File: src/rtl/hazard_ctrl_mc.sv
// hazard_ctrl_mc: hazard controller for the 5-stage core.
//  - ID-stage operand forwarding for NUM_SRC operands, priority EX > MEM > WB.
//  - Load-use stall of LOAD_LAT cycles.
//  - Stall while a multi-cycle mul/div op sits in EX.
//  - Optional performance counters, enabled by defining HAZARD_PERF_CNT_EN.

`ifndef WD_SEL_FROM_DRAM
`define WD_SEL_FROM_DRAM 2'd1
`endif

module hazard_ctrl_mc #(
  parameter int XLEN     = 32,
  parameter int NUM_SRC  = 2,
  parameter int LOAD_LAT = 1,
  parameter int CNT_W    = 32
) (
  input  logic                    clk,
  input  logic                    rst,
`ifdef HAZARD_PERF_CNT_EN
  input  logic                    perf_clr,
  output logic [CNT_W-1:0]        perf_stall_cnt,
  output logic [CNT_W-1:0]        perf_flush_cnt,
`endif
  input  logic [1:0]              wd_sel_EX,
  input  logic [NUM_SRC-1:0]      rs_used_ID,
  input  logic [5*NUM_SRC-1:0]    rR_ID,
  input  logic [4:0]              wR_EX,
  input  logic [4:0]              wR_MEM,
  input  logic [4:0]              wR_WB,
  input  logic                    rf_we_EX,
  input  logic                    rf_we_MEM,
  input  logic                    rf_we_WB,
  input  logic [XLEN-1:0]         rf_wd_EX,
  input  logic [XLEN-1:0]         rf_wd_MEM,
  input  logic [XLEN-1:0]         rf_wd_WB,
  input  logic                    take_branch_EX,
  input  logic                    md_start_EX,
  input  logic                    md_done,
  output logic                    keep_pc,
  output logic                    stall_IF_ID,
  output logic                    stall_ID_EX,
  output logic                    flush_IF_ID,
  output logic                    flush_ID_EX,
  output logic                    flush_EX_MEM,
  output logic [NUM_SRC-1:0]      fwd_en_ID,
  output logic [XLEN*NUM_SRC-1:0] fwd_data_ID,
  output logic [1:0]              hz_state
);

  // Wide enough to hold LOAD_LAT-1, the number of wait cycles after the first stall.
  localparam int CNT_BITS = (LOAD_LAT > 1) ? $clog2(LOAD_LAT + 1) : 1;

  typedef enum logic [1:0] {
    ST_IDLE      = 2'd0,
    ST_LOAD_WAIT = 2'd1,
    ST_MD_WAIT   = 2'd2
  } hz_state_e;

  hz_state_e            state_q, state_d;
  logic [CNT_BITS-1:0]  cnt_q, cnt_d;

  logic [NUM_SRC-1:0]   raw_ex;
  logic [NUM_SRC-1:0]   raw_mem;
  logic [NUM_SRC-1:0]   raw_wb;
  logic                 load_use;

  // ---------------------------------------------------------------------------
  // Forwarding: per-operand RAW detection against each later stage. x0 never
  // forwards. The youngest producer (EX) wins. Everything is forced to zero
  // while reset is held.
  // ---------------------------------------------------------------------------
  for (genvar gi = 0; gi < NUM_SRC; gi++) begin : g_fwd
    logic [4:0] rr;
    assign rr = rR_ID[5*gi +: 5];

    assign raw_ex[gi]  = rs_used_ID[gi] && rf_we_EX  && (wR_EX  == rr) && (wR_EX  != 5'd0);
    assign raw_mem[gi] = rs_used_ID[gi] && rf_we_MEM && (wR_MEM == rr) && (wR_MEM != 5'd0);
    assign raw_wb[gi]  = rs_used_ID[gi] && rf_we_WB  && (wR_WB  == rr) && (wR_WB  != 5'd0);

    assign fwd_en_ID[gi] = !rst && (raw_ex[gi] || raw_mem[gi] || raw_wb[gi]);

    assign fwd_data_ID[XLEN*gi +: XLEN] =
        rst         ? '0        :
        raw_ex[gi]  ? rf_wd_EX  :
        raw_mem[gi] ? rf_wd_MEM :
        raw_wb[gi]  ? rf_wd_WB  : '0;
  end

  // A load in EX cannot forward: its data only exists after MEM.
  assign load_use = (wd_sel_EX == `WD_SEL_FROM_DRAM) && (|raw_ex);

  // State register and load-wait counter; async reset aborts any stall.
  always_ff @(posedge clk or posedge rst) begin
    if (rst) begin
      state_q <= ST_IDLE;
      cnt_q   <= '0;
    end else begin
      state_q <= state_d;
      cnt_q   <= cnt_d;
    end
  end

  // Next-state and stall/flush outputs; reset forces every control output low.
  always_comb begin
    state_d      = state_q;
    cnt_d        = cnt_q;
    keep_pc      = 1'b0;
    stall_IF_ID  = 1'b0;
    stall_ID_EX  = 1'b0;
    flush_IF_ID  = 1'b0;
    flush_ID_EX  = 1'b0;
    flush_EX_MEM = 1'b0;

    case (state_q)
      ST_IDLE: begin
        if (take_branch_EX) begin
          // The branch squashes the ID instruction, so no hazard remains.
          flush_IF_ID = 1'b1;
          flush_ID_EX = 1'b1;
        end else if (load_use) begin
          // First bubble is issued here; further bubbles come from LOAD_WAIT.
          keep_pc     = 1'b1;
          stall_IF_ID = 1'b1;
          flush_ID_EX = 1'b1;
          if (LOAD_LAT > 1) begin
            state_d = ST_LOAD_WAIT;
            cnt_d   = CNT_BITS'(LOAD_LAT - 1);
          end
        end else if (md_start_EX && !md_done) begin
          keep_pc      = 1'b1;
          stall_IF_ID  = 1'b1;
          stall_ID_EX  = 1'b1;
          flush_EX_MEM = 1'b1;
          state_d      = ST_MD_WAIT;
        end
      end

      ST_LOAD_WAIT: begin
        // EX holds a bubble now, so branch and mul/div inputs are irrelevant.
        keep_pc     = 1'b1;
        stall_IF_ID = 1'b1;
        flush_ID_EX = 1'b1;
        cnt_d       = cnt_q - 1'b1;
        if (cnt_q <= CNT_BITS'(1)) begin
          state_d = ST_IDLE;
          cnt_d   = '0;
        end
      end

      ST_MD_WAIT: begin
        if (!md_done) begin
          keep_pc      = 1'b1;
          stall_IF_ID  = 1'b1;
          stall_ID_EX  = 1'b1;
          flush_EX_MEM = 1'b1;
        end else begin
          state_d = ST_IDLE;
        end
      end

      default: begin
        state_d = ST_IDLE;
        cnt_d   = '0;
      end
    endcase

    if (rst) begin
      keep_pc      = 1'b0;
      stall_IF_ID  = 1'b0;
      stall_ID_EX  = 1'b0;
      flush_IF_ID  = 1'b0;
      flush_ID_EX  = 1'b0;
      flush_EX_MEM = 1'b0;
    end
  end

  assign hz_state = state_q;

`ifdef HAZARD_PERF_CNT_EN
  logic [CNT_W-1:0] stall_cnt_q, stall_cnt_d;
  logic [CNT_W-1:0] flush_cnt_q, flush_cnt_d;

  // Counter next values: clear has priority, otherwise count and wrap.
  always_comb begin
    stall_cnt_d = stall_cnt_q;
    flush_cnt_d = flush_cnt_q;
    if (perf_clr) begin
      stall_cnt_d = '0;
      flush_cnt_d = '0;
    end else begin
      if (keep_pc)     stall_cnt_d = stall_cnt_q + 1'b1;
      if (flush_IF_ID) flush_cnt_d = flush_cnt_q + 1'b1;
    end
  end

  // Performance counter registers.
  always_ff @(posedge clk or posedge rst) begin
    if (rst) begin
      stall_cnt_q <= '0;
      flush_cnt_q <= '0;
    end else begin
      stall_cnt_q <= stall_cnt_d;
      flush_cnt_q <= flush_cnt_d;
    end
  end

  assign perf_stall_cnt = stall_cnt_q;
  assign perf_flush_cnt = flush_cnt_q;
`endif

endmodule

File: config.mk
export PLATFORM = sky130hd
export DESIGN_NAME = hazard_ctrl_mc
export DESIGN_NICKNAME = d
export VERILOG_FILES = /design/src/rtl/hazard_ctrl_mc.sv
export SDC_FILE = /design/constraint.sdc
export NUM_CORES = 1
export LEC_CHECK = 0
export ABC_AREA = 1
export BUFFER_PORTS_ARGS = -buffer_cell sky130_fd_sc_hd__buf_4
export CELL_PAD_IN_SITES_DETAIL_PLACEMENT = 1
export CELL_PAD_IN_SITES_GLOBAL_PLACEMENT = 1
export CORE_MARGIN = 2
export CORE_UTILIZATION = 23
export CTS_CLUSTER_DIAMETER = 60
export CTS_CLUSTER_SIZE = 30
export DETAILED_ROUTE_END_ITERATION = 10
export GPL_TIMING_DRIVEN = 0
export PLACE_DENSITY_LB_ADDON = 0.05
export RECOVER_POWER = 100
export SYNTH_ARGS = -nofsm -noshare
export SYNTH_HDL_FRONTEND = slang
export SYNTH_SLANG_ARGS = --single-unit
File: constraint.sdc
create_clock -name clk -period 1.44 [get_ports clk]
set_input_delay 0.072 -clock clk [delete_from_list [all_inputs] [get_ports clk]]
set_output_delay 0.072 -clock clk [all_outputs]
set_load 0.1 [all_outputs]
==> metrics.csv, run 1 <==
metric;value;unit
worst-ep-kind;top-level output;
avgSynthCellArea;4.672;um^2
ys_types;28;
synthArstFlopShare;100.0;%
yosysWarnings;0;
synthCells;545;
die_w;109.2;um
synth_edf_count;0;
io_buffers;205;
synth_top_cell_area_share;27.13;%
finalWeightedCongestion;0.8668;
synth_area_leaders;nand2_1, nand3_1, a21oi_1, o21ai_1, inv_1;
antenna_found_initial;0;
syn_nets;678;
grt-worst-endpoint;fwd_data_ID[15];
outcome;stopped before the end;
start_util;23.49;%
die_y;109.2;um
ys.flop_type;dfrtp_1;
ioPinCount;207;
placed_cell_area;5519;um^2
place_hpwl;12420;um
error;[ERROR DPL-0033] detailed placement checks failed during check placement.;
synth.largest_area_cell;nand2_1;
ys_ff_latch;1;
dp_worst_setup_slack;-0.6071;ns
hold_buffers;0;
synth-seq-area-share;0.9828;%
synth_area;2546;um^2
grt_max_degree;11;
haltStage;5_1_grt;
fp-row-count;38;
[cells in the mapped netlist, types with 2 or more instances]
master / number
nor3_2: 3
clkbuf_1: 9
nand4_1: 3
o22ai_1: 4
xnor2_1: 2
o21ai_1: 46
clkinv_1: 2
o21ai_0: 22
buf_6: 8
buf_2: 19
inv_2: 8
xor2_1: 4
nand2_1: 184
a21oi_1: 69
nor2_1: 17
nand2_2: 5
nor3_1: 2
nand3_1: 70
nor2_2: 3
buf_4: 6
inv_1: 52
[stage by stage]
| stage | std cells | setup TNS (ns) |
|---|---|---|
| 3_3_place_gp | 890 | -26.78 |
| 2_1_floorplan | 545 | -7.839 |
| 3_5_place_dp | 890 | -28.53 |
| 4_1_cts | 926 | -10.72 |
[what timing repair did]
item                                    CTS
endpoints found under the setup margin   71
pin swaps                                64
setup buffers                            25
resized for setup                       444
cloned                                   11
[logic make-up after synthesis]
logic type / after synthesis / share of synthesized area [%]
and+or+nand+nor: 291 / 49.09
DFF: 1 / 0.9826
buffers and inverters: 104 / 19.51
other: 1 / 0.1473
xor gates and xnor gates: 6 / 2.064
AOI/OAI and AO/OA: 142 / 28.21
==> run 2: changes to the inputs <==
- CELL_PAD_IN_SITES_DETAIL_PLACEMENT: 1 -> not set
- CELL_PAD_IN_SITES_GLOBAL_PLACEMENT: 1 -> not set
- CORE_UTILIZATION: 23 -> 20
- CTS_CLUSTER_DIAMETER: 60 -> not set
- CTS_CLUSTER_SIZE: 30 -> not set
- PLACE_DENSITY_LB_ADDON: 0.05 -> 0.15
==> run 2 against run 1 <==
  * Synthesized area unchanged
  * Synthesized cell count is the same
  * The flow now finishes, with violations (setup timing)
==> metrics.csv, run 2 <==
metric;value;unit;change
core-area;12520;um^2;
grt_pass1_wl;25440;um;
synth.largest_area_cell;nand2_1;;
grt_max_degree;11;;
syn_nets;678;;unchanged
synth-seq-area-share;0.9828;%;unchanged
largest_reg_flops;1;;
drc_errors;0;;
leakagePower;3.375;nW;
hold_buffers;0;;unchanged
power_density;190.8;nW/um^2;
place_hpwl;11450;um;-7.8%
wl;17450;um;
finalHoldViolCount;0;;
synth_edf_count;0;;unchanged
fillers;1003;;
fin_skew;0;ns;
path_clk_slew;0;ns;
die_w;116.8;um;+7.0%
avgSynthCellArea;4.672;um^2;unchanged
endpoint_kind;output pin;;
vias;4775;;
yosysWarnings;0;;unchanged
setup_violations;70;;
max_slew.worst_pin.slew;0.5488;ns;
ioPinCount;207;;unchanged
worstSetupPathType;in -> out;;
final_common_cell;buf_4;;
grt_usage;23.18;%;
min_period;1.653;ns;
outcome;finished, violations left;;
finalWeightedCongestion;0.8757;;+1.0%
setup_ws;-0.2133;ns;
synth_area_leaders;nand2_1, nand3_1, a21oi_1, o21ai_1, inv_1;;
cap_violations;0;;
via_per_inst;4.948;;
drive_gt1_share;71.25;%;
rr_endpoint;hz_state[1];;
ys.flop_type;dfrtp_1;;
synthArstFlopShare;100.0;%;unchanged
rrSetupSlack;0.60;ns;
crit_arrival;1.58;ns;
postRouteAntennaNets;0;;
antenna_found_initial;0;;
ff2ff_path_depth;2;;
die_y;116.8;um;+7.0%
critPathLaunch;wR_EX[3];;
design_area;8444;um^2;
critPathSlowestCell;a21oi_4;;
period_share;114.8;%;
yosys-top-cells-count;nand2_1, nand3_1, a21oi_1;;
io_buffers;205;;unchanged
worstSetupStartpointType;primary input;;
synth_top_cell_area_share;27.13;%;unchanged
fp-row-count;41;;+7.9%
critPathBufInv;5;;
placed_cell_area;5559;um^2;+0.73%
critPathCapture;stall_ID_EX;;
dp_worst_setup_slack;-0.6279;ns;-0.02081 ns
grt_setup_unrepaired;yes;;
grt_pass1_vias;4959;;
fin_util;67.46;%;
fin_nets;928;;
wl_per_cell;18.08;um;
clkLatencyLatePin;0;ns;
drt_iter0_drc;251;;
ys_types;28;;unchanged
firstDrtPassIters;4;;
antenna_cells;0;;
slew_viol_final;0;;
relSlewSlack;63.57;%;
rr_startpoint;hz_state[1];;
layout_common_cells;buf_4, buf_12, nand2_1;;
ys_ff_latch;1;;unchanged
yosys.cell_count.top_type;nand2_1;;
crit_fanout;5;;
die_area;13650;um^2;
hp-class;in -> reg;;
path_cells;buf_12 > inv_16 > nand3_4 > nor2_4 > nor2_1 > nand2_4 > buf_8 > nand2_4 > nand2_4 > nand3b_1 > a21oi_4 > buf_12 > buf_12;;
synth_area;2546;um^2;unchanged
syn_to_final_growth;231.6;%;
ir_drop;232.4;uV;
cp_num_cells;13;;
max_stage_delay;0.25;ns;
crit_required;1.37;ns;
violations;setup timing;;
start_util;20.34;%;-3.1 points
gr-total-overflow;0;;
max_freq;0.6048;GHz;
synthCells;545;;unchanged
critical-path-top-delay-family;simple AND/OR/NAND/NOR gates;;
run 2: how the worst min path moves through the flow:
stage / from / end / slack (ns) / cells after the start
2_1_floorplan: rst / flush_EX_MEM / 0.25 / 1
3_3_place_gp: md_done / hz_state[1] / 0.41 / 4
3_5_place_dp: md_done / hz_state[1] / 0.42 / 4
4_1_cts: md_done / hz_state[1] / 0.43 / 4
5_1_grt: md_done / hz_state[1] / 0.44 / 4
6_report: md_done / hz_state[1] / 0.42 / 4
run 2: cells by family (layout without fill, tap and decap cells):
logic type                count (synthesis)  after routing  synth area share [%]
other                                     1              1                0.1473
DFF                                       1              1                0.9826
and+or+nand+nor                         291            291                 49.09
xor gates and xnor gates                  6              6                 2.064
AOI/OAI and AO/OA                       142            142                 28.21
buffers and inverters                   104            352                 19.51
run 2: area by class of cell:
type | instances | area, um^2 | area share, %
multi-input combinational | 440 | 3986 | 47.21
timing repair buffer | 249 | 3339 | 39.55
buffer | 41 | 564.3 | 6.682
inverter | 62 | 310.3 | 3.675
tap | 172 | 215.2 | 2.549
sequential | 1 | 28.78 | 0.3408
run 2: worst register-to-register path, cell delays in order, from the launching register on:
cell and delay (ns):
dfrtp_4 0.50, nand2_2 0.15, nand2_1 0.07
run 2: layer usage:
metal  routed length [um]  track usage [%]
met1                 6977            29.33
met2                 9160            42.97
met3                 1185            3.090
met4                  127            2.902
met5                    0                0
run 2: repair_timing:
item	CTS	global route
pin swaps	49	76
endpoints found under the setup margin	71	72
buffers inserted	19	9
gates cloned	7	13
gates resized for setup	364	173
run 2: where the power goes:
part / internal (mW) / switching, mW
Clock: 0 / 0
Combinational: 0.672 / 0.901
Sequential: 0.0324 / 0.00583
Total: 0.705 / 0.907
run 2: per-stage QoR:
stage | hold WS [ns] | instances | total power, mW | setup TNS, ns
after floorplan | 0.2451 | 545 | 0.7300 | -7.839
final | 0.4159 | 965 | 1.611 | -9.945
after global routing | 0.4450 | 965 | 1.702 | -16.25
after global placement | 0.4119 | 922 | 1.220 | -29.88
after detailed placement | 0.4221 | 922 | 1.229 | -29.86
after CTS | 0.4310 | 948 | 1.453 | -11.64
No activity file was read; power rests on OpenSTA's default activity.
==> run 3: changes to the inputs <==
- ABC_AREA: 1 -> not set
==> run 3 against run 2 <==
  * The run still ends with setup timing left
  * Core utilization fell by 6.9 points
  * Synthesized cell count down 23%
  * Largest power group unchanged
  * Global-route usage down 1.7 points
  * Largest cell class unchanged
  * Critical path type unchanged
  * Highest routed layer unchanged
  * Die area grew 0.39%
==> metrics.csv, run 3 <==
metric;value;unit;change
avgSynthCellArea;6.101;um^2;+31%
ys.flop_type;dfrtp_1;;
syn_to_final_growth;197.7;%;
drive_gt1_share;77.14;%;+5.9 points
power_frac_comb;97.6;%;about the same
ys_types;37;;+32%
layout_common_cells;buf_4, buf_12, nand3_1;;
p_int;0.6895;mW;-2.1%
worstSetupStartpointType;primary input;;
io_buffers;204;;-0.49%
ir_drop;174.6;uV;-25%
period_share;136.6;%;+22 points
yosys.cell_count.top_type;nand3_1;;
grt_usage;21.48;%;-1.7 points
finalWeightedCongestion;0.8063;;-7.9%
power_frac_seq;2.4;%;about the same
violations;setup timing;;
synthCells;419;;-23%
yosys-top-cells-count;nand3_1, nand2_1, nor2_1;;
crit_path_frequent_cell;buf_12;;
outcome;finished, violations left;;
setup_violations;71;;+1.4%
fp-row-count;41;;unchanged
grt_setup_unrepaired;yes;;
cap_violations;0;;unchanged
final_common_cell;buf_4;;
leakagePower;2.664;nW;-21%
synth-seq-area-share;0.9790;%;-0.0038 points
crit_arrival;1.90;ns;+0.32 ns
setup_ws;-0.5275;ns;-0.3142 ns
fin_skew;0;ns;unchanged
synth_area;2556;um^2;+0.39%
dp_worst_setup_slack;-1.371;ns;-0.7432 ns
synth.largest_area_cell;a211oi_2;;
ys_ff_latch;1;;unchanged
grt_pass1_vias;4316;;-13%
p_total;1.527;mW;-5.2%
relSlewSlack;57.13;%;-6.4 points
via_per_inst;5.082;;+2.7%
placed_cell_area;5436;um^2;-2.2%
die_area;13700;um^2;+0.39%
worstSetupPathType;in -> out;;
finalHoldViolCount;0;;unchanged
fillers;1087;;+8.4%
endpoint_kind;output pin;;
max_slew.worst_pin.slew;0.6431;ns;+0.09433 ns
die_y;117.1;um;+0.19%
max_stage_delay;0.53;ns;+0.28 ns
clkLatencyLatePin;0;ns;unchanged
fin_nets;800;;-14%
place_hpwl;10930;um;-4.6%
min_period;1.967;ns;+0.3142 ns
placed_cells;795;;-14%
slew_viol_final;0;;unchanged
p_clk_share;0;%;unchanged
gr-total-overflow;0;;unchanged
synthArstFlopShare;100.0;%;unchanged
path_cells;buf_8 > or4_4 > o21ai_4 > or3_4 > buf_12 > buf_12 > nor2_4 > a211oi_4 > buf_12;;
path_clk_slew;0;ns;unchanged
critPathSlowestCell;or4_4;;
max_freq;0.5083;GHz;-16%
switching_share;54.83;%;-1.4 points
firstDrtPassIters;5;;+1
grt_pass1_wl;23280;um;-8.5%
hold_buffers;0;;unchanged
design_area;7610;um^2;-9.9%
wl_per_cell;18.96;um;+4.9%
yosysWarnings;0;;unchanged
hp-class;in -> async;;
synth_edf_count;0;;unchanged
synth_top_cell_area_share;14.19;%;-13 points
stdcell_count;837;;-13%
drc_errors;0;;unchanged
postRouteAntennaNets;0;;unchanged
antenna_cells;0;;unchanged
syn_nets;552;;-19%
p_sw;0.8371;mW;-7.7%
start_util;20.34;%;about the same
drt_iter0_drc;279;;+11%
ioPinCount;207;;unchanged
largest_reg_flops;1;;unchanged
crit_fanout;6;;+1
vias;4254;;-11%
grt_max_degree;11;;unchanged
synth_area_leaders;a211oi_2, nand3_1, mux2i_1, xnor2_1, nor3_1;;
core-area;12570;um^2;+0.41%
wl;15870;um;-9.1%
antenna_found_initial;0;;unchanged
power_density;200.6;nW/um^2;+5.1%
fin_util;60.55;%;-6.9 points
die_w;117.1;um;+0.19%
crit_required;1.37;ns;about the same
==> run 3: worst max-delay path, delay by kind of cell <==
kind,cells,cell delay [ns]
buffers and inverters,4,0.58
AOI/OAI and AO/OA,2,0.41
and+or+nand+nor,3,0.82
==> run 3: what timing repair did <==
action	in CTS	in global routing
endpoints found under the setup margin	72	72
gates cloned	4	6
endpoints found under the hold margin	0	0
pin swaps	18	25
resized for setup	306	133
buffers inserted	21	13
==> run 3: path summary, 6_finish.rpt <==
path | startpoint | endpoint | slack, ns | cells past startpoint
worst max register to register | hz_state[1] | hz_state[1] | 0.66 | 2
min in group clk | md_done | hz_state[1] | 0.28 | 2
max in group asynchronous | rst | hz_state[1] | 1.24 | 2
worst max-delay path | wR_EX[3] | fwd_data_ID[43] | -0.53 | 9
worst min-delay path | rst | hz_state[1] | 0.01 | 2
worst min register to register | hz_state[1] | hz_state[1] | 0.70 | 2
==> run 3: through the flow <==
stage,hold slack (ns),setup TNS (ns)
6_report,0.01243,-31.89
2_1_floorplan,-0.1372,-39.94
3_3_place_gp,0.001410,-72.11
3_5_place_dp,-0.0008251,-75.03
5_1_grt,0.02453,-35.18
4_1_cts,0.01288,-34.06
==> run 3: power groups by stage <==
stage	clock [mW]	sequential [mW]	combinational, mW
detailed placement	0	0.0373	1.19
finish	0	0.0373	1.49
floorplan	0	0.0531	0.643
global route	0	0.0375	1.57
global placement	0	0.0371	1.18
CTS	0	0.0373	1.36
==> run 3: routing by layer <==
| layer | track usage, % | wire (um) |
|---|---|---|
| met1 | 27.25 | 6333 |
| met2 | 40.73 | 8570 |
| met3 | 1.699 | 799 |
| met4 | 2.431 | 167 |
| met5 | 0 | 0 |
==> run 3: final cells by class <==
cell class / instances / area [um^2] / share of cell area (%)
inverters: 2 / 7.507 / 0.09865
flip-flops and latches: 1 / 28.78 / 0.3782
plain buffers: 46 / 581.8 / 7.646
repair buffers: 247 / 2997 / 39.38
well taps: 172 / 215.2 / 2.828
multi-input cells: 369 / 3780 / 49.67
==> run 3: cells by family after synthesis <==
kind of cell | after synthesis | synth area share (%)
AOI/OAI and AO/OA | 107 | 30.69
and+or+nand+nor | 201 | 36.81
muxes | 32 | 12.53
buffers and inverters | 49 | 9.251
other | 1 | 0.1467
xor gates and xnor gates | 28 | 9.594
DFF | 1 | 0.9788
==> run 4: changes to the inputs <==
--- a/config.mk
+++ b/config.mk
@@ -11,3 +11,3 @@
 export DETAILED_ROUTE_END_ITERATION = 10
-export GPL_TIMING_DRIVEN = 0
+export GPL_TIMING_DRIVEN = 1
 export PLACE_DENSITY_LB_ADDON = 0.15
==> constraint.sdc (replaced) <==
create_clock -name clk -period 1.44 [get_ports clk]
set_input_delay 0.216 -clock clk [delete_from_list [all_inputs] [get_ports clk]]
set_output_delay 0.216 -clock clk [all_outputs]
set_load 0.1 [all_outputs]
==> run 4 against run 3 <==
  * The run still ends with setup timing left
  * Clock skew unchanged
  * Setup slack got worse by 0.27 ns
  * Die area stayed put
  * Core utilization is 3.9 points higher
  * Via count rose by 3.2%
  * Sequential power is 5% lower
  * Critical endpoint is now fwd_data_ID[33]
  * Wire length increased by 12%
  * Largest cell class unchanged
==> metrics.csv, run 4 (same netlist as run 3, synthesis figures left out) <==
metric;value;unit;change
outcome;finished, violations left;;
violations;setup timing;;
slew_viol_final;0;;unchanged
fin_nets;809;;+1.1%
core-area;12570;um^2;unchanged
period_share;155.6;%;+19 points
critPathCapture;fwd_data_ID[33];;
critical-path-top-delay-family;simple AND/OR/NAND/NOR gates;;
max_slew.worst_pin.slew;0.6654;ns;+0.02228 ns
final_common_cell;buf_4;;
layout_common_cells;buf_4, buf_12, nand3_1;;
worstSetupPathType;in -> out;;
ir_drop;149.4;uV;-14%
multi_input_area;4014;um^2;+6.2%
start_util;20.34;%;unchanged
syn_to_final_growth;216.9;%;
critPathBufInv;4;;unchanged
rr_endpoint;hz_state[1];;
grt_setup_unrepaired;yes;;
setup_ws;-0.8001;ns;-0.2726 ns
die_y;117.1;um;unchanged
hp-class;in -> reg;;
grt_pass1_wl;24990;um;+7.3%
io_buffers;205;;+0.49%
crit_arrival;2.02;ns;+0.12 ns
p_int;0.7736;mW;+12%
fillers;1000;;-8.0%
cap_violations;0;;unchanged
fin_skew;0;ns;unchanged
path_clk_slew;0;ns;unchanged
p_clk_share;0;%;unchanged
seq_area;28.78;um^2;unchanged
p_sw;0.9064;mW;+8.3%
drive_gt1_share;78.49;%;+1.3 points
clkLatencyLatePin;0;ns;unchanged
postRouteAntennaNets;0;;unchanged
die_area;13700;um^2;unchanged
via_per_inst;5.188;;+2.1%
wl;17800;um;+12%
power_density;207.4;nW/um^2;+3.4%
rrSetupSlack;0.55;ns;-0.11 ns
endpoint_kind;output pin;;
ioPinCount;207;;unchanged
min_period;2.240;ns;+0.2726 ns
grt_usage;23.39;%;+1.9 points
worstSetupStartpointType;primary input;;
drt_iter0_drc;208;;-25%
switching_share;53.95;%;-0.88 points
largest_reg_flops;1;;unchanged
relSlewSlack;55.64;%;-1.5 points
crit_path_frequent_cell;buf_12;;
gr-total-overflow;0;;unchanged
path_cells;buf_6 > or4_4 > o21ai_4 > or3_4 > buf_12 > buf_12 > nor2_2 > a211oi_4 > buf_12;;
ff2ff_path_depth;3;;+1
drc_errors;0;;unchanged
crit_fanout;7;;+1
place_hpwl;10700;um;-2.1%
power_frac_seq;2.1;%;-0.3 points
grt_max_degree;33;;+22
p_total;1.680;mW;+10%
rr_startpoint;hz_state[1];;
power_frac_comb;97.9;%;+0.3 points
critPathSlowestCell;or4_4;;
critPathLaunch;wR_EX[0];;
setup_violations;72;;+1.4%
grt_pass1_vias;4712;;+9.2%
crit_required;1.22;ns;-0.15 ns
leakagePower;2.950;nW;+11%
vias;4389;;+3.2%
antenna_cells;0;;unchanged
hold_buffers;0;;unchanged
finalHoldViolCount;0;;unchanged
wl_per_cell;21.04;um;+11%
die_w;117.1;um;unchanged
hold-worst-slack;0.4281;ns;+0.4157 ns
finalWeightedCongestion;0.8447;;+4.8%
max_stage_delay;0.54;ns;about the same
tns;-52.74;ns;-20.86 ns
fp-row-count;41;;unchanged
max_freq;0.4464;GHz;-12%
cp_num_cells;9;;unchanged
firstDrtPassIters;4;;-1
antenna_found_initial;0;;unchanged
-- run 4: cell types whose count changed in the layout (fill, tap and decap cells not counted), moves of 11 or more --
cell / previous run / this run
nor3_4: 3 / 14
nor2_4: 30 / 15
nand2_1: 8 / 40
nand3_1: 65 / 52
buf_4: 149 / 167
a21oi_2: 29 / 12
nor3_1: 26 / 4
nand2_2: 33 / 0
a21oi_4: 0 / 19
nor3_2: 6 / 17
-- run 4: area by class of cell --
cell class / instances / area share, %
multi-input cells: 369 / 49.54
flip-flops and latches: 1 / 0.3552
well taps: 172 / 2.656
inverters: 2 / 0.09266
repair buffers: 302 / 47.35
-- run 4: worst reg2reg max path, cell delays in order (launching register included) --
cell     delay [ns]
dfrtp_4        0.47
buf_4          0.15
inv_1          0.06
o22ai_2        0.08
-- run 4: worst min-delay path by stage --
stage | start | endpoint | depth (start not counted)
floorplan | rst | hz_state[1] | 1
global placement | rst | hz_state[1] | 4
detailed placement | rst | hz_state[1] | 4
CTS | md_done | hz_state[1] | 2
global route | md_done | hz_state[1] | 2
finish | md_done | hz_state[1] | 2
-- run 4: what timing repair did --
action	4_1_cts	5_1_grt
setup buffers	11	6
pin swaps	45	76
resized for setup	296	148
cloned	11	9
endpoints found under the setup margin	72	72
-- run 4: metal layers --
| metal | vias to the layer above | track usage [%] | share of wire, % |
|---|---|---|---|
| met1 | 2186 | 28.67 | 40 |
| li1 | 2007 | - | - |
| met3 | 16 | 2.884 | 6.0 |
| met2 | 180 | 44.59 | 53 |
| met5 | - | 0 | 0 |
| met4 | 0 | 3.137 | 1.1 |
-- run 4: power by group through the flow --
stage | Clock (mW) | Sequential (mW) | Combinational, mW
5_1_grt | 0 | 0.0362 | 1.72
3_5_place_dp | 0 | 0.0356 | 1.23
3_3_place_gp | 0 | 0.0358 | 1.23
4_1_cts | 0 | 0.0358 | 1.49
6_report | 0 | 0.0355 | 1.64
2_1_floorplan | 0 | 0.0531 | 0.616
-- run 4: stage by stage --
step,setup slack (ns),std cells,instance area (um^2),util [%]
floorplan,-0.9671,419,3366,-
global placement,-0.9881,810,5498,43.74
detailed placement,-0.9737,810,5498,43.74
CTS,-0.8063,832,7172,57.06
global route,-0.8708,846,8102,64.46
finish,-0.8001,846,8102,64.46
